**config.mk**
```make
export PLATFORM = sky130hd
export DESIGN_NAME = gst_mp
export DESIGN_NICKNAME = d
export VERILOG_FILES = /design/src/rtl/gst_mp.sv
export SDC_FILE = /design/constraint.sdc
export NUM_CORES = 2
export LEC_CHECK = 0
export ABC_AREA = 1
export ABC_CLOCK_PERIOD_IN_PS = 6600
export CORE_MARGIN = 8
export CORE_UTILIZATION = 40
export CTS_CLUSTER_SIZE = 16
export DETAILED_ROUTE_END_ITERATION = 6
export PLACE_DENSITY = 0.66
export RECOVER_POWER = 100
export SYNTH_ARGS = -nofsm -noshare
export SYNTH_HDL_FRONTEND = slang
export SYNTH_SLANG_ARGS = --single-unit
export TNS_END_PERCENT = 50
```
**constraint.sdc**
```tcl
create_clock -name clk -period 6.6 [get_ports clk]
set_clock_uncertainty 0.05 [all_clocks]
set_input_delay 0.99 -clock clk [delete_from_list [all_inputs] [get_ports clk]]
set_output_delay 0.99 -clock clk [all_outputs]
set_load 0.1 [all_outputs]
```
**src/rtl/gst_mp.sv**
```systemverilog
// gst_mp -- multi-port global state table.
//
// Holds the assignment of every SAT variable (2 bits each: 00 UNDEF,
// 01 TRUE, 10 FALSE) and answers clause lookups from NUM_ENGINE BCP
// engines in parallel with one cycle of latency. Unit clauses from the
// UC arbiter FIFO are drained only while every engine is idle. Conflicting
// unit assignments raise a sticky conflict flag.
//
// Ports:
//   clk, rst_n     clock, synchronous active-low reset
//   rd_req         per-engine lookup request
//   rd_cla         per-engine clause; literal k of engine e sits at
//                  bits [(e*CLA_LENGTH+k)*LIT_W +: LIT_W]
//   rd_state       per-literal state, same ordering, 2 bits per literal
//   rd_valid       rd_state valid, one cycle after rd_req
//   eng_idle       engine finished BCP for this round
//   update_finish  one-cycle pulse on every engine after a table update
//   uc_lit/uc_empty/uc_pop  first-word fall-through UC FIFO interface
//   conflict, conflict_var, conflict_clr  sticky conflict report
//   assign_cnt     number of assigned variables
//
// Optional build macro GST_MP_TRAIL_EN adds a trail of assignments and the
// bt_req/bt_num ports; a backtrack request undoes the most recent
// min(bt_num, assign_cnt) assignments, one per cycle.
module gst_mp #(
  parameter int NUM_ENGINE = 4,
  parameter int CLA_LENGTH = 3,
  parameter int NUM_VAR    = 64,
  parameter int LIT_W      = $clog2(NUM_VAR) + 1,
  localparam int VAR_W     = LIT_W - 1,
  localparam int CNT_W     = $clog2(NUM_VAR) + 1
) (
  input  logic                                 clk,
  input  logic                                 rst_n,
  input  logic [NUM_ENGINE-1:0]                rd_req,
  input  logic [NUM_ENGINE*CLA_LENGTH*LIT_W-1:0] rd_cla,
  output logic [NUM_ENGINE*CLA_LENGTH*2-1:0]   rd_state,
  output logic [NUM_ENGINE-1:0]                rd_valid,
  input  logic [NUM_ENGINE-1:0]                eng_idle,
  output logic [NUM_ENGINE-1:0]                update_finish,
  input  logic [LIT_W-1:0]                     uc_lit,
  input  logic                                 uc_empty,
  output logic                                 uc_pop,
  output logic                                 conflict,
  output logic [VAR_W-1:0]                     conflict_var,
  input  logic                                 conflict_clr,
  output logic [CNT_W-1:0]                     assign_cnt
`ifdef GST_MP_TRAIL_EN
  ,
  input  logic                                 bt_req,
  input  logic [CNT_W-1:0]                     bt_num
`endif
);

  localparam logic [2:0] S_READ    = 3'd0;
  localparam logic [2:0] S_WRITE   = 3'd1;
  localparam logic [2:0] S_FINISH  = 3'd2;
  localparam logic [2:0] S_RELEASE = 3'd3;
`ifdef GST_MP_TRAIL_EN
  localparam logic [2:0] S_UNDO    = 3'd4;
`endif

  localparam logic [1:0] ST_UNDEF = 2'b00;
  localparam logic [1:0] ST_TRUE  = 2'b01;
  localparam logic [1:0] ST_FALSE = 2'b10;

  localparam logic [LIT_W-1:0] LIT_MIN = {1'b1, {VAR_W{1'b0}}};

  // Magnitude of a literal, truncated to the variable index width.
  function automatic logic [VAR_W-1:0] lit_abs(input logic signed [LIT_W-1:0] lit);
    logic signed [LIT_W-1:0] neg;
    neg = -lit;
    return lit[LIT_W-1] ? neg[VAR_W-1:0] : lit[VAR_W-1:0];
  endfunction

  // State seen through a literal: null reads FALSE, negation swaps TRUE/FALSE.
  function automatic logic [1:0] lit_state(input logic signed [LIT_W-1:0] lit,
                                           input logic [1:0] var_st);
    if (lit == '0) return ST_FALSE;
    if (lit[LIT_W-1] && var_st != ST_UNDEF) return {var_st[0], var_st[1]};
    return var_st;
  endfunction

  logic [2:0]                        state_q, state_d;
  logic [1:0]                        table_q [NUM_VAR];
  logic [1:0]                        table_d [NUM_VAR];
  logic [NUM_ENGINE-1:0]             rd_valid_q, rd_valid_d;
  logic [NUM_ENGINE*CLA_LENGTH*2-1:0] rd_state_q, rd_state_d;
  logic                              conflict_q, conflict_d;
  logic [VAR_W-1:0]                  conflict_var_q, conflict_var_d;
  logic [CNT_W-1:0]                  assign_cnt_q, assign_cnt_d;
  logic signed [LIT_W-1:0]           rd_lit;
  logic signed [LIT_W-1:0]           wr_lit;
  logic [VAR_W-1:0]                  wr_var;
  logic [1:0]                        wr_val;
`ifdef GST_MP_TRAIL_EN
  logic [VAR_W-1:0]                  trail_q [NUM_VAR];
  logic [VAR_W-1:0]                  trail_d [NUM_VAR];
  logic [CNT_W-1:0]                  undo_rem_q, undo_rem_d;
  logic [CNT_W-1:0]                  bt_len;
  logic [CNT_W-1:0]                  top_idx;
`endif

  always_comb begin
    state_d        = state_q;
    table_d        = table_q;
    rd_valid_d     = '0;
    rd_state_d     = '0;
    conflict_d     = conflict_q;
    conflict_var_d = conflict_var_q;
    assign_cnt_d   = assign_cnt_q;
    uc_pop         = 1'b0;
    rd_lit         = '0;
    wr_lit         = uc_lit;
    wr_var         = lit_abs(wr_lit);
    wr_val         = wr_lit[LIT_W-1] ? ST_FALSE : ST_TRUE;
`ifdef GST_MP_TRAIL_EN
    trail_d        = trail_q;
    undo_rem_d     = undo_rem_q;
    bt_len         = (bt_num < assign_cnt_q) ? bt_num : assign_cnt_q;
    top_idx        = assign_cnt_q - CNT_W'(1);
`endif

    // A conflict detected below in the same cycle overrides the clear.
    if (conflict_clr) begin
      conflict_d     = 1'b0;
      conflict_var_d = '0;
    end

    case (state_q)
      S_READ: begin
        rd_valid_d = rd_req;
        for (int e = 0; e < NUM_ENGINE; e++) begin
          for (int k = 0; k < CLA_LENGTH; k++) begin
            rd_lit = rd_cla[(e*CLA_LENGTH+k)*LIT_W +: LIT_W];
            if (rd_req[e])
              rd_state_d[(e*CLA_LENGTH+k)*2 +: 2] = lit_state(rd_lit, table_q[lit_abs(rd_lit)]);
          end
        end
`ifdef GST_MP_TRAIL_EN
        if (bt_req && bt_len != '0) begin
          state_d    = S_UNDO;
          undo_rem_d = bt_len;
        end else
`endif
        if (&eng_idle) state_d = uc_empty ? S_FINISH : S_WRITE;
      end

      S_WRITE: begin
        if (uc_empty) begin
          state_d = S_FINISH;
        end else begin
          // Gated by reset so a reset mid-drain leaves the FIFO untouched.
          uc_pop = rst_n;
          if (wr_lit != '0) begin
            if (table_q[wr_var] == ST_UNDEF) begin
              table_d[wr_var] = wr_val;
              assign_cnt_d    = assign_cnt_q + CNT_W'(1);
`ifdef GST_MP_TRAIL_EN
              trail_d[assign_cnt_q[VAR_W-1:0]] = wr_var;
`endif
            end else if (table_q[wr_var] != wr_val) begin
              conflict_d = 1'b1;
              if (!conflict_q || conflict_clr) conflict_var_d = wr_var;
            end
          end
        end
      end

      S_FINISH: state_d = S_RELEASE;

      // Hold until engines drop idle so one round yields one finish pulse.
      S_RELEASE: if (eng_idle == '0) state_d = S_READ;

`ifdef GST_MP_TRAIL_EN
      S_UNDO: begin
        if (undo_rem_q != '0) begin
          table_d[trail_q[top_idx[VAR_W-1:0]]] = ST_UNDEF;
          assign_cnt_d = assign_cnt_q - CNT_W'(1);
          undo_rem_d   = undo_rem_q - CNT_W'(1);
        end
        if (undo_rem_q <= CNT_W'(1)) state_d = S_READ;
      end
`endif

      default: state_d = S_READ;
    endcase
  end

  always_ff @(posedge clk) begin
    if (!rst_n) begin
      state_q        <= S_READ;
      rd_valid_q     <= '0;
      rd_state_q     <= '0;
      conflict_q     <= 1'b0;
      conflict_var_q <= '0;
      assign_cnt_q   <= '0;
      for (int i = 0; i < NUM_VAR; i++) table_q[i] <= ST_UNDEF;
`ifdef GST_MP_TRAIL_EN
      undo_rem_q     <= '0;
`endif
    end else begin
      state_q        <= state_d;
      rd_valid_q     <= rd_valid_d;
      rd_state_q     <= rd_state_d;
      conflict_q     <= conflict_d;
      conflict_var_q <= conflict_var_d;
      assign_cnt_q   <= assign_cnt_d;
      table_q        <= table_d;
`ifdef GST_MP_TRAIL_EN
      undo_rem_q     <= undo_rem_d;
`endif
    end
  end

`ifdef GST_MP_TRAIL_EN
  // Trail contents are only meaningful below assign_cnt; no reset needed.
  always_ff @(posedge clk) trail_q <= trail_d;
`endif

  assign rd_state      = rd_state_q;
  assign rd_valid      = rd_valid_q;
  assign update_finish = {NUM_ENGINE{state_q == S_FINISH}};
  assign conflict      = conflict_q;
  assign conflict_var  = conflict_var_q;
  assign assign_cnt    = assign_cnt_q;

  // The most negative literal has no representable magnitude.
  a_uc_lit_legal: assert property (@(posedge clk) disable iff (!rst_n)
    uc_pop |-> uc_lit != LIT_MIN);

endmodule

```
==> out/metrics.csv <==
stage;metric;value;unit
status;status;complete, but fails checks;
status;violations;DRC, capacitance limit, slew limit;
layout;layout_common_cells;nand2_1, o21ai_0, nand3_1;
route;vias_per_cell;6.035;
timing;fmax;183.7;MHz
critical_path;r2r_start;table_q[40]$_SDFFE_PN0P_;
cts;cts_sinks;172;
global_route;overflow;0;
cts;clockBufferDepth;2;
global_route;grt_max_degree;129;
route;wl_per_cell;24.68;um
critical_path;timing.rr.end;table_q[29]$_SDFFE_PN0P_;
critical_path;cp.depth;4;
pwr;p_comb_share;42.6;%
route;vias;34390;
yosys;netlist_area;25050;um2
pwr;leakage;10.37;nW
layout;design_area;26940;um2
pwr;irDropWorstVdd;0.0003211;V
pwr;power_switching;0.001860;W
critical_path;path_buf_inv;3;
pwr;seq_power_share;27.8;%
yosys;yosys-top-cells-area;nand2_1, o21ai_0, nand3_1;
timing;rsz0062_at_grt;false;
timing;slew_violations;344;
critical_path;ff2ff_path_depth;16;
global_route;grt_pass1_vias;28590;
critical_path;start_kind;primary input;
yosys;syn_avg_cell_area;4.965;um2
route;drtAntennaViolNets;0;
yosys;ys_seq_area_share;13.75;%
critical_path;path_cells;dlygate4sd3_1 -> inv_4 -> clkbuf_1 -> a21oi_1;
cts;cts_made_buffers;17;
cts;cts.repair.resized;0;
pwr;switching_share;47.83;%
yosys;synth_nets;5166;
critical_path;critPathArrivalTime;5.57;ns
cts;clk_latency;0.51;ns
global_route;grt_pass1_wl;198.0;mm
route;drt-initial-drc-count;6166;
place;hpwlAfterDp;85.10;mm
layout;nets;4962;
critical_path;critPathMaxStageDelay;2.81;ns
yosys;yosysUniqueCellTypes;33;
floorplanning;die_h;266.2;um
timing;hold_violations;0;
timing;holdWs;0.4253;ns
critical_path;regToRegSetupSlack;2.68;ns
critical_path;path_delay_family;buffers and inverters;
place;dpl_cell_area;26380;um2
run;drv_cap;10;
route;drc_errors;13;
yosys;netlist.area_leader.share;29.19;%
place;gp_congestion;1.064;
yosys;yosysTopAreaCell;nand2_1;
critical_path;critPathLaunch;rst_n;
critical_path;crit_type;primary input to register;
timing;setup_viol;0;
critical_path;path_max_fanout;82;
route;dr.pass1.iters;7;
global_route;grt.total_usage;37.78;%
timing;min_period_over_period;82.46;%
global_route;antenna_found_initial;8;
critical_path;crit_end;table_q[87]$_SDFFE_PN0P_;
pwr;p_int;0.002028;W
floorplanning;die_w;266.2;um
critical_path;critPathCaptureType;register;
yosys;syn-instance-count;5045;
timing;setup_tns;0;ns
min_path;hold_path.class;register to register;
floorplanning;rows;91;
floorplanning;coreArea;61830;um2
floorplanning;initial_core_util;40.51;%
layout;syn_to_final_growth;7.543;%
cts;post_cts_buffers;0;
pwr;cellPowerDensity;144.3;nW/um2
cts;clk_pin_slew_worst_paths;0.09;ns
floorplanning;dieArea;70880;um2
timing;relSlewSlack;-162.8;%
layout;final_common_cell;nand2_1;
layout;final_layout_size_suffix_gt1_share;3.193;%
timing;tightestPinTransition;3.943;ns
yosys;yosysWarnings;0;
critical_path;crit_slowest_cell;clkbuf_1;
pwr;clkPwrFrac;29.6;%
route;wl;140.6;mm
floorplanning;io_pins;150;
critical_path;required;6.73;ns
cts;cts-htree-levels;4;
timing;period_minus_slack;5.442;ns
yosys;synth-seq-cells;172;
cts;cts_tree;done;
cts;hold_buffers;0;
place;portBuffers;149;
cts;cts_root_buffer;clkbuf_16;
cell usage after synthesis:
| cell type | count |
|---|---|
| nand2_1 | 1948 |
| o21ai_0 | 805 |
| nand3_1 | 756 |
| clkbuf_1 | 355 |
| inv_1 | 310 |
| dfxtp_1 | 172 |
| nor2_1 | 158 |
| a21oi_1 | 151 |
| o211ai_1 | 120 |
| buf_2 | 50 |
| buf_1 | 37 |
| xor2_1 | 37 |
| o21ai_1 | 27 |
| ha_1 | 18 |
| nor3_1 | 17 |
| clkinv_1 | 15 |
| inv_2 | 12 |
| o31ai_1 | 12 |
| buf_6 | 11 |
| buf_4 | 6 |
| nand2_2 | 6 |
| nand4_1 | 4 |
| nor2_2 | 4 |
| clkbuf_2 | 2 |
| nand2_4 | 2 |
| nand3b_1 | 2 |
| xnor2_1 | 2 |
| inv_4 | 1 |
| mux2i_1 | 1 |
| nand3_2 | 1 |
| nor2_8 | 1 |
| nor4_1 | 1 |
| o41ai_1 | 1 |
flip-flops by register name, indices dropped and copies added, names as in the netlist:
signal and cells:
table_q 128, rd_state 24, assign_cnt 7, conflict_var 6, rd_valid 4, state_q 2, conflict 1
worst reg2reg max path: stages, from the launching register on:
cell and delay (ns):
dfxtp_1 1.04, inv_1 0.40, nand2_1 0.13, o21ai_0 0.21, nand2_1 0.14, nand3_1 0.10, nand3_1 0.08, nand2_1 0.07
nand2_1 0.06, nand2_1 0.06, nor2_1 0.24, clkinv_1 0.11, nand2_1 0.19, nor2_8 0.18, buf_4 0.35, nand3_1 0.15
a21oi_1 0.08
final cells by class:
class	instances	area [um2]
Inverter	338	1274
Sequential cell	172	3443
Fill cell	7018	34890
Multi-Input combinational cell	4074	18440
Clock inverter	14	175.2
Antenna cell	7	17.52
Tap cell	837	1047
Clock buffer	18	439.2
Timing Repair Buffer	238	2097
per-layer routing:
metal / global-route usage, % / wire [um] / up-vias
met5: 0 / 41 / -
li1: - / - / 16070
met2: 50.84 / 53230 / 2612
met1: 47.43 / 51800 / 15060
met4: 28.99 / 13200 / 6
met3: 14.83 / 22380 / 638
how the worst min path moves through the flow:
| stage | from | end | slack, ns | depth (start not counted) |
|---|---|---|---|---|
| finish | table_q[69]$_SDFFE_PN0P_ | table_q[69]$_SDFFE_PN0P_ | 0.43 | 2 |
| global route | table_q[67]$_SDFFE_PN0P_ | table_q[67]$_SDFFE_PN0P_ | 0.46 | 2 |
| detailed placement | table_q[69]$_SDFFE_PN0P_ | table_q[69]$_SDFFE_PN0P_ | 0.41 | 2 |
| global placement | table_q[69]$_SDFFE_PN0P_ | table_q[69]$_SDFFE_PN0P_ | 0.41 | 2 |
| CTS | table_q[69]$_SDFFE_PN0P_ | table_q[69]$_SDFFE_PN0P_ | 0.43 | 2 |
| floorplan | table_q[107]$_SDFFE_PN0P_ | table_q[107]$_SDFFE_PN0P_ | 0.42 | 2 |
cell families (layout without fill, tap and decap cells):
family	Yosys count	count (layout)	synth area share, %
simple gates	2900	2900	47.65
compound gates	1116	1116	23.63
buf+inv	799	608	12.66
flops	172	172	13.75
xor+xnor	39	39	1.364
fa+ha+maj	18	18	0.8992
mux	1	1	0.03997
other cells	0	7	0
stage by stage:
step | instances | setup WS (ns) | utilization [%] | total power (W)
2_1_floorplan | 5045 | 2.995 | - | 0.002323
3_3_place_gp | 5659 | 1.742 | 42.66 | 0.002737
3_5_place_dp | 5659 | 1.717 | 42.66 | 0.002742
4_1_cts | 5691 | 1.781 | 43.65 | 0.003866
5_1_grt | 5691 | 0.8721 | 43.54 | 0.004051
6_report | 5698 | 1.158 | 43.57 | 0.003888
power groups by stage:
stage          clock network, W  registers [W]  logic, W
6_report                0.00115        0.00108   0.00166
5_1_grt                 0.00118        0.00109   0.00178
4_1_cts                 0.00114        0.00108   0.00164
3_5_place_dp                  0        0.00111   0.00163
3_3_place_gp                  0        0.00111   0.00163
2_1_floorplan                 0        0.00129   0.00103
Note: power is estimated with default switching activity, not from simulation.
